==> src/rtl/axil_pkg.sv <==
// Shared AXI4-lite definitions for the register-file slave.
// Contents:
//   axil_resp_t        2-bit BRESP/RRESP encoding
//   AXIL_RESP_*        response codes (OKAY, EXOKAY, SLVERR, DECERR)
//   axil_byte_merge()  per-byte write-strobe merge helper
package axil_pkg;

  typedef logic [1:0] axil_resp_t;

  localparam axil_resp_t AXIL_RESP_OKAY   = 2'b00;
  localparam axil_resp_t AXIL_RESP_EXOKAY = 2'b01;
  localparam axil_resp_t AXIL_RESP_SLVERR = 2'b10;
  localparam axil_resp_t AXIL_RESP_DECERR = 2'b11;

  // Selects the new byte when its strobe is set, otherwise keeps the old one.
  function automatic logic [7:0] axil_byte_merge(input logic [7:0] old_byte,
                                                 input logic [7:0] new_byte,
                                                 input logic       en);
    return en ? new_byte : old_byte;
  endfunction

endpackage

==> src/rtl/axil_hold_reg.sv <==
// One-entry valid/ready holding buffer for a single AXI4-lite channel.
// The ready output is registered and equals "buffer empty next cycle", so an
// accepted beat blocks re-accept for at least one cycle.
// Ports:
//   clk, rst           clock, synchronous active-high reset
//   in_data/in_valid   upstream payload and valid
//   in_ready           registered ready (0 during reset, 1 once empty)
//   out_data/out_valid held payload and "entry occupied"
//   out_pop            consumer frees the entry this cycle
module axil_hold_reg #(
  parameter int unsigned WIDTH = 1
) (
  input  logic             clk,
  input  logic             rst,
  input  logic [WIDTH-1:0] in_data,
  input  logic             in_valid,
  output logic             in_ready,
  output logic [WIDTH-1:0] out_data,
  output logic             out_valid,
  input  logic             out_pop
);

  logic held_d;
  logic accept;

  assign accept = in_valid & in_ready;

  // in_ready is only ever high while empty, so accept and pop never coincide.
  always_comb begin
    held_d = (out_valid & ~out_pop) | accept;
  end

  always_ff @(posedge clk) begin
    if (rst) begin
      out_valid <= 1'b0;
      in_ready  <= 1'b0;
      out_data  <= '0;
    end else begin
      out_valid <= held_d;
      in_ready  <= ~held_d;
      if (accept) begin
        out_data <= in_data;
      end
    end
  end

endmodule

==> src/rtl/axil_regfile_slave.sv <==
// AXI4-lite slave endpoint holding REG_COUNT DATA_WIDTH-bit control registers,
// exported in parallel to fabric logic. Read and write paths are independent,
// each with one transaction in flight.
// Build option: define AXIL_REGFILE_SLVERR_EN to answer out-of-range accesses
// with SLVERR; otherwise they answer OKAY (data effects are identical).
// Ports:
//   clk, rst                  clock, synchronous active-high reset
//   s_axil_aw*/w*/b*          AXI4-lite write address, data, response
//   s_axil_ar*/r*             AXI4-lite read address, data
//   reg_q                     register i at [i*DATA_WIDTH +: DATA_WIDTH]
//   reg_wr                    one-cycle pulse per register written (any strobe)
module axil_regfile_slave
  import axil_pkg::*;
#(
  parameter int unsigned DATA_WIDTH = 32,
  parameter int unsigned ADDR_WIDTH = 16,
  parameter int unsigned STRB_WIDTH = DATA_WIDTH / 8,
  parameter int unsigned REG_COUNT  = 16
) (
  input  logic                            clk,
  input  logic                            rst,
  input  logic [ADDR_WIDTH-1:0]           s_axil_awaddr,
  input  logic [2:0]                      s_axil_awprot,
  input  logic                            s_axil_awvalid,
  output logic                            s_axil_awready,
  input  logic [DATA_WIDTH-1:0]           s_axil_wdata,
  input  logic [STRB_WIDTH-1:0]           s_axil_wstrb,
  input  logic                            s_axil_wvalid,
  output logic                            s_axil_wready,
  output logic [1:0]                      s_axil_bresp,
  output logic                            s_axil_bvalid,
  input  logic                            s_axil_bready,
  input  logic [ADDR_WIDTH-1:0]           s_axil_araddr,
  input  logic [2:0]                      s_axil_arprot,
  input  logic                            s_axil_arvalid,
  output logic                            s_axil_arready,
  output logic [DATA_WIDTH-1:0]           s_axil_rdata,
  output logic [1:0]                      s_axil_rresp,
  output logic                            s_axil_rvalid,
  input  logic                            s_axil_rready,
  output logic [REG_COUNT*DATA_WIDTH-1:0] reg_q,
  output logic [REG_COUNT-1:0]            reg_wr
);

  localparam int unsigned ADDR_LSB = $clog2(STRB_WIDTH);
  localparam int unsigned IDX_W    = ADDR_WIDTH - ADDR_LSB;

`ifdef AXIL_REGFILE_SLVERR_EN
  localparam axil_resp_t OOR_RESP = AXIL_RESP_SLVERR;
`else
  localparam axil_resp_t OOR_RESP = AXIL_RESP_OKAY;
`endif

  // Channel holds
  logic [ADDR_WIDTH-1:0]            aw_addr;
  logic [ADDR_WIDTH-1:0]            ar_addr;
  logic [STRB_WIDTH+DATA_WIDTH-1:0] w_payload;
  logic [DATA_WIDTH-1:0]            w_data;
  logic [STRB_WIDTH-1:0]            w_strb;
  logic                             aw_held;
  logic                             w_held;
  logic                             ar_held;
  logic                             wr_commit;
  logic                             rd_issue;

  axil_hold_reg #(
    .WIDTH(ADDR_WIDTH)
  ) u_aw_hold (
    .clk      (clk),
    .rst      (rst),
    .in_data  (s_axil_awaddr),
    .in_valid (s_axil_awvalid),
    .in_ready (s_axil_awready),
    .out_data (aw_addr),
    .out_valid(aw_held),
    .out_pop  (wr_commit)
  );

  axil_hold_reg #(
    .WIDTH(STRB_WIDTH + DATA_WIDTH)
  ) u_w_hold (
    .clk      (clk),
    .rst      (rst),
    .in_data  ({s_axil_wstrb, s_axil_wdata}),
    .in_valid (s_axil_wvalid),
    .in_ready (s_axil_wready),
    .out_data (w_payload),
    .out_valid(w_held),
    .out_pop  (wr_commit)
  );

  axil_hold_reg #(
    .WIDTH(ADDR_WIDTH)
  ) u_ar_hold (
    .clk      (clk),
    .rst      (rst),
    .in_data  (s_axil_araddr),
    .in_valid (s_axil_arvalid),
    .in_ready (s_axil_arready),
    .out_data (ar_addr),
    .out_valid(ar_held),
    .out_pop  (rd_issue)
  );

  assign {w_strb, w_data} = w_payload;

  // A commit may coincide with the B handshake of the previous write.
  assign wr_commit = aw_held & w_held & (~s_axil_bvalid | s_axil_bready);
  assign rd_issue  = ar_held & (~s_axil_rvalid | s_axil_rready);

  // Decode: byte-lane address bits are ignored.
  logic [IDX_W-1:0] aw_idx;
  logic [IDX_W-1:0] ar_idx;
  logic             aw_in_range;
  logic             ar_in_range;

  assign aw_idx = aw_addr[ADDR_WIDTH-1:ADDR_LSB];
  assign ar_idx = ar_addr[ADDR_WIDTH-1:ADDR_LSB];

  // Extra bit keeps the compare correct when REG_COUNT == 2**IDX_W.
  assign aw_in_range = {1'b0, aw_idx} < (IDX_W + 1)'(REG_COUNT);
  assign ar_in_range = {1'b0, ar_idx} < (IDX_W + 1)'(REG_COUNT);

  // Register array
  logic [DATA_WIDTH-1:0] regs [REG_COUNT];
  logic [REG_COUNT-1:0]  wr_hit;
  logic [DATA_WIDTH-1:0] rd_word;

  always_comb begin
    wr_hit = '0;
    for (int i = 0; i < REG_COUNT; i++) begin
      wr_hit[i] = wr_commit && (aw_idx == IDX_W'(i));
    end
  end

  // Out-of-range indices match no entry and read as zero.
  always_comb begin
    rd_word = '0;
    for (int i = 0; i < REG_COUNT; i++) begin
      if (ar_idx == IDX_W'(i)) begin
        rd_word = regs[i];
      end
    end
  end

  always_ff @(posedge clk) begin
    if (rst) begin
      for (int i = 0; i < REG_COUNT; i++) begin
        regs[i] <= '0;
      end
      reg_wr <= '0;
    end else begin
      for (int i = 0; i < REG_COUNT; i++) begin
        reg_wr[i] <= wr_hit[i] & (|w_strb);
        if (wr_hit[i]) begin
          for (int b = 0; b < STRB_WIDTH; b++) begin
            regs[i][b*8 +: 8] <= axil_byte_merge(regs[i][b*8 +: 8], w_data[b*8 +: 8],
                                                 w_strb[b]);
          end
        end
      end
    end
  end

  for (genvar g = 0; g < REG_COUNT; g++) begin : g_export
    assign reg_q[g*DATA_WIDTH +: DATA_WIDTH] = regs[g];
  end

  // Write response channel
  always_ff @(posedge clk) begin
    if (rst) begin
      s_axil_bvalid <= 1'b0;
      s_axil_bresp  <= AXIL_RESP_OKAY;
    end else if (wr_commit) begin
      s_axil_bvalid <= 1'b1;
      s_axil_bresp  <= aw_in_range ? AXIL_RESP_OKAY : OOR_RESP;
    end else if (s_axil_bready) begin
      s_axil_bvalid <= 1'b0;
    end
  end

  // Read data channel; rdata samples the array before any same-cycle write lands.
  always_ff @(posedge clk) begin
    if (rst) begin
      s_axil_rvalid <= 1'b0;
      s_axil_rresp  <= AXIL_RESP_OKAY;
      s_axil_rdata  <= '0;
    end else if (rd_issue) begin
      s_axil_rvalid <= 1'b1;
      s_axil_rresp  <= ar_in_range ? AXIL_RESP_OKAY : OOR_RESP;
      s_axil_rdata  <= rd_word;
    end else if (s_axil_rready) begin
      s_axil_rvalid <= 1'b0;
    end
  end

  // Protection bits and byte-lane address bits carry no meaning here.
  logic unused_bits;
  assign unused_bits = ^{s_axil_awprot, s_axil_arprot, aw_addr, ar_addr};

endmodule

==> config.mk <==
export PLATFORM = sky130hd
export DESIGN_NAME = axil_regfile_slave
export DESIGN_NICKNAME = d
export VERILOG_FILES = /design/src/rtl/axil_pkg.sv /design/src/rtl/axil_hold_reg.sv /design/src/rtl/axil_regfile_slave.sv
export SDC_FILE = /design/constraint.sdc
export NUM_CORES = 1
export LEC_CHECK = 0
export BUFFER_PORTS_ARGS = -buffer_cell sky130_fd_sc_hd__buf_2
export CORE_MARGIN = 2
export CORE_UTILIZATION = 28
export CTS_BUF_LIST = sky130_fd_sc_hd__clkbuf_4
export CTS_CLUSTER_SIZE = 12
export DETAILED_ROUTE_END_ITERATION = 12
export MAX_ROUTING_LAYER = met4
export PLACE_DENSITY_LB_ADDON = 0.25
export SYNTH_ARGS = -nofsm -noshare
export SYNTH_HDL_FRONTEND = slang
export SYNTH_SLANG_ARGS = --single-unit
==> constraint.sdc <==
create_clock -name clk -period 2.5 [get_ports clk]
set_clock_uncertainty 0.15 [all_clocks]
set_input_delay 0.5 -clock clk [delete_from_list [all_inputs] [get_ports clk]]
set_output_delay 0.5 -clock clk [all_outputs]
set_load 0.03 [all_outputs]
== Yosys cells after proc, flatten, opt, wreduce, memory -nomap -nowiden ==
Memories as Yosys holds them, arrays and structs flattened.
Cells that the tools add are included.

* Bits in writable memories: 512
* Memories kept: 1
* Register bits: 124
* Word-level logic and storage cells: 364
* Output and inout port bits: 569

* Multiplexer cells: 198
* Equality and inequality tests: 30
* Bitwise gates (word level): 101
* Reductions and logical operators: 21

{| class="wikitable"
|+ Memory list
! memory !! words !! bits a word !! rd ports !! clocked after memory_dff !! wr ports !! line !! RTL
|-
| regs || 16 || 32 || 16 || 0 || 16 || axil_regfile_slave.sv:125 || <nowiki>logic [DATA_WIDTH-1:0] regs [REG_COUNT];</nowiki>
|}

{| class="wikitable"
|+ Operators by type and width
! operator !! count
|-
| $mux W8 || 128
|-
| $mux W32 || 16
|-
| $eq A14 B4 Y1 const B || 16
|-
| $eq A14 B3 Y1 const B || 8
|-
| $or A1 B1 Y1 || 69
|-
| $eq A14 B2 Y1 const B || 4
|-
| $mux W1 || 54
|-
| $eq A14 B1 Y1 const B || 2
|-
| $logic_not A14 Y1 || 2
|-
| $and A1 B1 Y1 || 25
|-
| $logic_and A1 B1 Y1 || 16
|-
| $not A1 Y1 || 7
|-
| $reduce_bool A2 Y1 || 2
|-
| $reduce_or A4 Y1 || 1
|}

== Depth between registers and ports, before layout ==
* Depth in word-level cells: 17
* Depth in mapped cells: 10

== Modules after synthesis ==
A second synthesis with hierarchy kept.

* Cell total of the unflattened synthesis: 2380
* Area, all modules: 28972.8 um^2

{| class="wikitable"
|+ Modules (own cells, without submodules)
! module !! cells each !! area each (um^2) !! instances
|-
| axil_regfile_slave || 2050 || 25483.2 || 1
|-
| axil_hold_reg (u_w_hold) || 170 || 1785.5 || 1
|-
| axil_hold_reg (u_ar_hold ...) || 80 || 852.1 || 2
|}

== Least setup slack after synthesis ==
No wires, ideal clock.

* Path kind: input to register
* Start point: in s_axil_bready
* End point: mem regs[8][0] (netlist: regs[1][0]), enable pin
* Required time: 2021 ps
* Slack: -128 ps
* Stages on the path: 8
* Arrival time: 2149 ps
* Cells stage by stage: nand2b_1 > nand4_1 > or3b_1 > clkbuf_1 > nor3_2 > clkbuf_1 > nand2_1 > nand2_1

{| class="wikitable"
|+ RTL lines
! element !! line !! RTL
|-
| start, declared || axil_regfile_slave.sv:32 || <nowiki>input logic s_axil_bready,</nowiki>
|-
| end, declared || axil_regfile_slave.sv:125 ||
|}

== Worst setup path in the final report ==
* Start point: reg u_ar_hold.out_data[9]
* End point: reg s_axil_rdata[27]

* Longest elaborated chain between the ends: 17

{| class="wikitable"
|+ Ends and longest elaborated chain
! element !! line !! RTL
|-
| start, declared || axil_hold_reg.sv:18 || <nowiki>output logic [WIDTH-1:0] out_data,</nowiki>
|-
| start signal, assigned || axil_hold_reg.sv:42 || <nowiki>out_data <= in_data;</nowiki>
|-
| $logic_not A14 Y1 || axil_regfile_slave.sv:140 || <nowiki>if (ar_idx == IDX_W'(i)) begin</nowiki>
|-
| $mux W32 (15 in a row) || axil_regfile_slave.sv:140 ||
|-
| $mux W32 (*) || axil_regfile_slave.sv:140 ||
|-
| end signal, assigned || axil_regfile_slave.sv:191 || <nowiki>s_axil_rdata <= rd_word;</nowiki>
|-
| end, declared || axil_regfile_slave.sv:37 || <nowiki>output logic [DATA_WIDTH-1:0] s_axil_rdata,</nowiki>
|}

Every way passes the cells marked *; elsewhere a longest branch is shown, timed or not.
A chain may end at the register's enable or synchronous reset.

==> metrics.md <==
| Metric | Value |
|---|---|
| Setup Viol. Count Final | 27 |
| Clk pin slew, worst setup/hold paths | 0.06 ns |
| Layout area overhead | 55.7% |
| Final WL | 151000 µm |
| Slew Viols, Final | 0 |
| P_leak | 18.3 nW |
| Post-layout min period | 2.68 ns |
| DR iter-0 viols | 2652 |
| 1st-pass router iterations | 6 |
| Worst setup margin | -0.181 ns |
| Clock sink total | 632 |
| Port Buffer Count | 635 |
| Clock insertion delay at the later pin of the skew report | 1.10 ns |
| Global-route wire length before repair | 205000 µm |
| Crit end category | flip-flop |
| Outcome | finished with violations |
| Dpl cell area | 35700 µm² |
| I/O Pins | 650 |
| Max-cap check violation count | 0 |
| Worst hold-check path type | in -> reg |
| Max_slew headroom | 0.463 |
| Hold_sp | rst |
| Initial Util | 0.282 |
| CP arrival | 3.44 ns |
| CP Max Fanout | 5 |
| Sequential element share of the synthesized area | 0.641 |
| Post-synthesis mux area share | 0.0187 |
| Critical path class | reg -> reg |
| Final Hold Vio Count | 0 |
| Layout cells sized above 1 | 0.429 |
| Post-Synthesis Cells | 2370 |
| Share of the synthesized area in the top cell type | 0.554 |
| DRC viols | 0 |
| Post-synthesis simple-gate area fraction | 0.168 |
| Final worst-path cycle share | 1.07 |
| Type of origin of the critical path | flip-flop |
| Largest family of logic cells by synthesized area | simple AND/OR/NAND/NOR gates |
| Req. time, crit path | 3.26 ns |
| RR Startpoint | u_ar_hold.out_data[9] |
| Filler cell count | 9367 |
| GR Util met2 | 0.455 |
| Vert. Die Dim | 319 µm |
| Most common flop cell mapped by yosys | edfxtp_1 |
| Cell taking the most area after synthesis | edfxtp_1 |
| Die area | 102000 µm² |
| Cell area after layout | 43200 µm² |
| Worst Setup SP | u_ar_hold.out_data[9] |
| Vias per Instance | 5.12 |
| Chip Width | 319 µm |
| Reg power frac | 0.464 |
| Nets | 3828 |
| Register bit total from synthesis | 632 |
| Initial antenna violation count | 8 |
| Post-synth EDFFs | 512 |
| Via count | 26500 |
| GR Layer Usage met1 | 0.350 |
| Worst-Margin Slew | 0.804 ns |
| CTS H-Tree Depth | 4 |
| CTS tree | done |
| Largest net degree at the start of global routing | 65 |
| DR WL/cell | 29.2 µm |
| Failing checks | setup timing |
| Switch share | 0.300 |
| Post-DP HPWL | 115000 µm |
| Internal power | 0.0184 W |
| Logic pwr share | 0.168 |
| P_sw | 0.00788 W |
| Grt met3 use | 0.112 |
| RSZ-0062 raised after global routing | true |
| Core region area | 98300 µm² |
| GRT Overall Usage | 0.296 |
| Final Core Density | 0.440 |
| Grt ovf | 0 |
| Maximum VDD drop | 0.387 mV |
| Syn_area_per_cell | 11.7 µm² |
| Hold_ws | 0.299 ns |
| F_max | 373 MHz |
| Clk network pwr share | 0.368 |
| Most Crowded Layer GR | met2 |
| Vias in the first global route | 26500 |
| Adder-Cell Fraction of Synth Area | 0 |
| Routability Congestion | 0.946 |
| CTS Buffer Depth | 3 |
| Post-Synthesis Cell Area | 27800 µm² |
| Clock Root Buffer | clkbuf_4 |
| Post-synthesis compound-gate area fraction | 0.139 |
| Number of core rows | 115 |
| Unique masters post-synth | 76 |
| TNS Setup | -1.65 ns |
| Yosys warnings | 0 |
| PD cells | 609 nW/µm² |
| Final antenna-violating net count | 0 |
| Xor/xnor share of the synthesized area | 0.000316 |
| Pre-CTS setup slack | -0.526 ns |
| Asr flop ratio synth | 0 |
| Top post-synthesis cells by area | edfxtp_1, dfxtp_1, and2_1 |
| CTS Buf Count | 177 |
-- worst max-delay path, cell delays in order (launching register included) --
cell and delay, ns:
dfxtp_1 0.31, or4_4 0.61, or4_4 0.62, o32ai_2 0.14, nor2_1 0.11, a2111oi_4 0.37, buf_4 0.18, o22ai_1 0.05
-- power by group through the flow --
stage | clock, W | sequential, W | combinational [W]
final | 0.00970 | 0.0122 | 0.00442
after global routing | 0.0104 | 0.0122 | 0.00458
after CTS | 0.00988 | 0.0122 | 0.00422
after detailed placement | 0 | 0.0124 | 0.00364
after global placement | 0 | 0.0124 | 0.00363
after floorplan | 0 | 0.0129 | 0.00103
-- metrics by stage --
stage	power, W	std cells
after global placement	0.0161	4480
final	0.0263	5185
after CTS	0.0263	5146
after global routing	0.0272	5184
after floorplan	0.0139	2373
after detailed placement	0.0161	4480
-- state kept, by name, summed over array words and instances (netlist names) --
| signal | cells |
|---|---|
| u_ar_hold.out_valid | 1 |
| s_axil_rdata | 32 |
| u_w_hold.out_data | 36 |
| regs | 512 |
| u_w_hold.in_ready | 1 |
| s_axil_rvalid | 1 |
| u_ar_hold.in_ready | 1 |
| u_ar_hold.out_data | 14 |
| u_aw_hold.out_valid | 1 |
| u_aw_hold.in_ready | 1 |
| reg_wr | 16 |
| u_w_hold.out_valid | 1 |
| u_aw_hold.out_data | 14 |
| s_axil_bvalid | 1 |
-- what timing repair did --
action | in CTS | in global routing
setup endpoints to repair | 750 | 490
pin swaps | 48 | 42
cloned | 6 | 2
resized for setup | 305 | 145
buffers inserted | 117 | 31
hold buffers | 225 | 0
endpoints found under the hold margin | 152 | 0
-- kinds of logic after synthesis --
| family | Yosys count |
|---|---|
| AO/OA/AOI/OAI | 589 |
| XOR/XNOR | 1 |
| buffers and inverters | 231 |
| flip-flops | 632 |
| multiplexers | 47 |
| other | 1 |
| AND/OR/NAND/NOR | 869 |
-- routing by layer --
layer  share of wire  vias to the layer above  wire, µm
met1            0.39                    13200     59100
met5               0                        -         0
li1                -                    11700         -
met4           0.039                        0      5840
met2            0.46                     1378     69700
met3            0.11                      275     16700
-- cells in the final DEF, fill, tap and decap left out, types with 21 or more instances in the layout --
master | synthesis | final
buf_12 | 0 | 82
clkinv_1 | 2 | 36
o21ai_1 | 10 | 31
a21oi_1 | 141 | 131
dfxtp_1 | 120 | 113
nand2_1 | 230 | 203
edfxtp_1 | 512 | 512
dlygate4sd3_1 | 0 | 225
nand3_1 | 24 | 21
and3_1 | 107 | 105
buf_6 | 1 | 79
o22ai_1 | 72 | 63
mux2i_1 | 35 | 35
a21o_1 | 41 | 41
and2_1 | 262 | 260
o21ai_0 | 106 | 76
clkbuf_4 | 0 | 267
buf_2 | 17 | 547
a22oi_1 | 49 | 45
buf_4 | 5 | 473
nor2b_1 | 61 | 56
nor2_1 | 87 | 68
-- Yosys cell counts (all sizes together) (49+ instances only) --
| cell | count |
|---|---|
| and2 | 264 |
| and3 | 107 |
| clkbuf | 182 |
| o22ai | 72 |
| a22oi | 49 |
| edfxtp | 512 |
| dfxtp | 120 |
| nor2b | 61 |
| a21oi | 141 |
| o21ai | 116 |
| nor2 | 89 |
| nand2 | 230 |
-- path summary, 6_finish.rpt --
check	slack [ns]	cells past startpoint	endpoint
setup / recovery	-0.18	7	s_axil_rdata[27]
hold / removal	0.30	4	u_ar_hold.out_data[15]
setup reg to reg	-0.18	7	s_axil_rdata[27]
hold reg to reg	0.31	2	u_aw_hold.out_data[13]
-- layout make-up --
cell class              instances  area [µm²]  share of cell area
inverters                       8        31.3            0.000724
flip-flops and latches        632       17800               0.412
well taps                    1287        1610              0.0373
clock inverters                54         273             0.00631
diodes                          9        22.5            0.000521
multi-input cells            1510       10100               0.235
clock buffers                 267        2000              0.0464
repair buffers               1418       11300               0.262
Note: power is estimated with default switching activity, not from simulation.
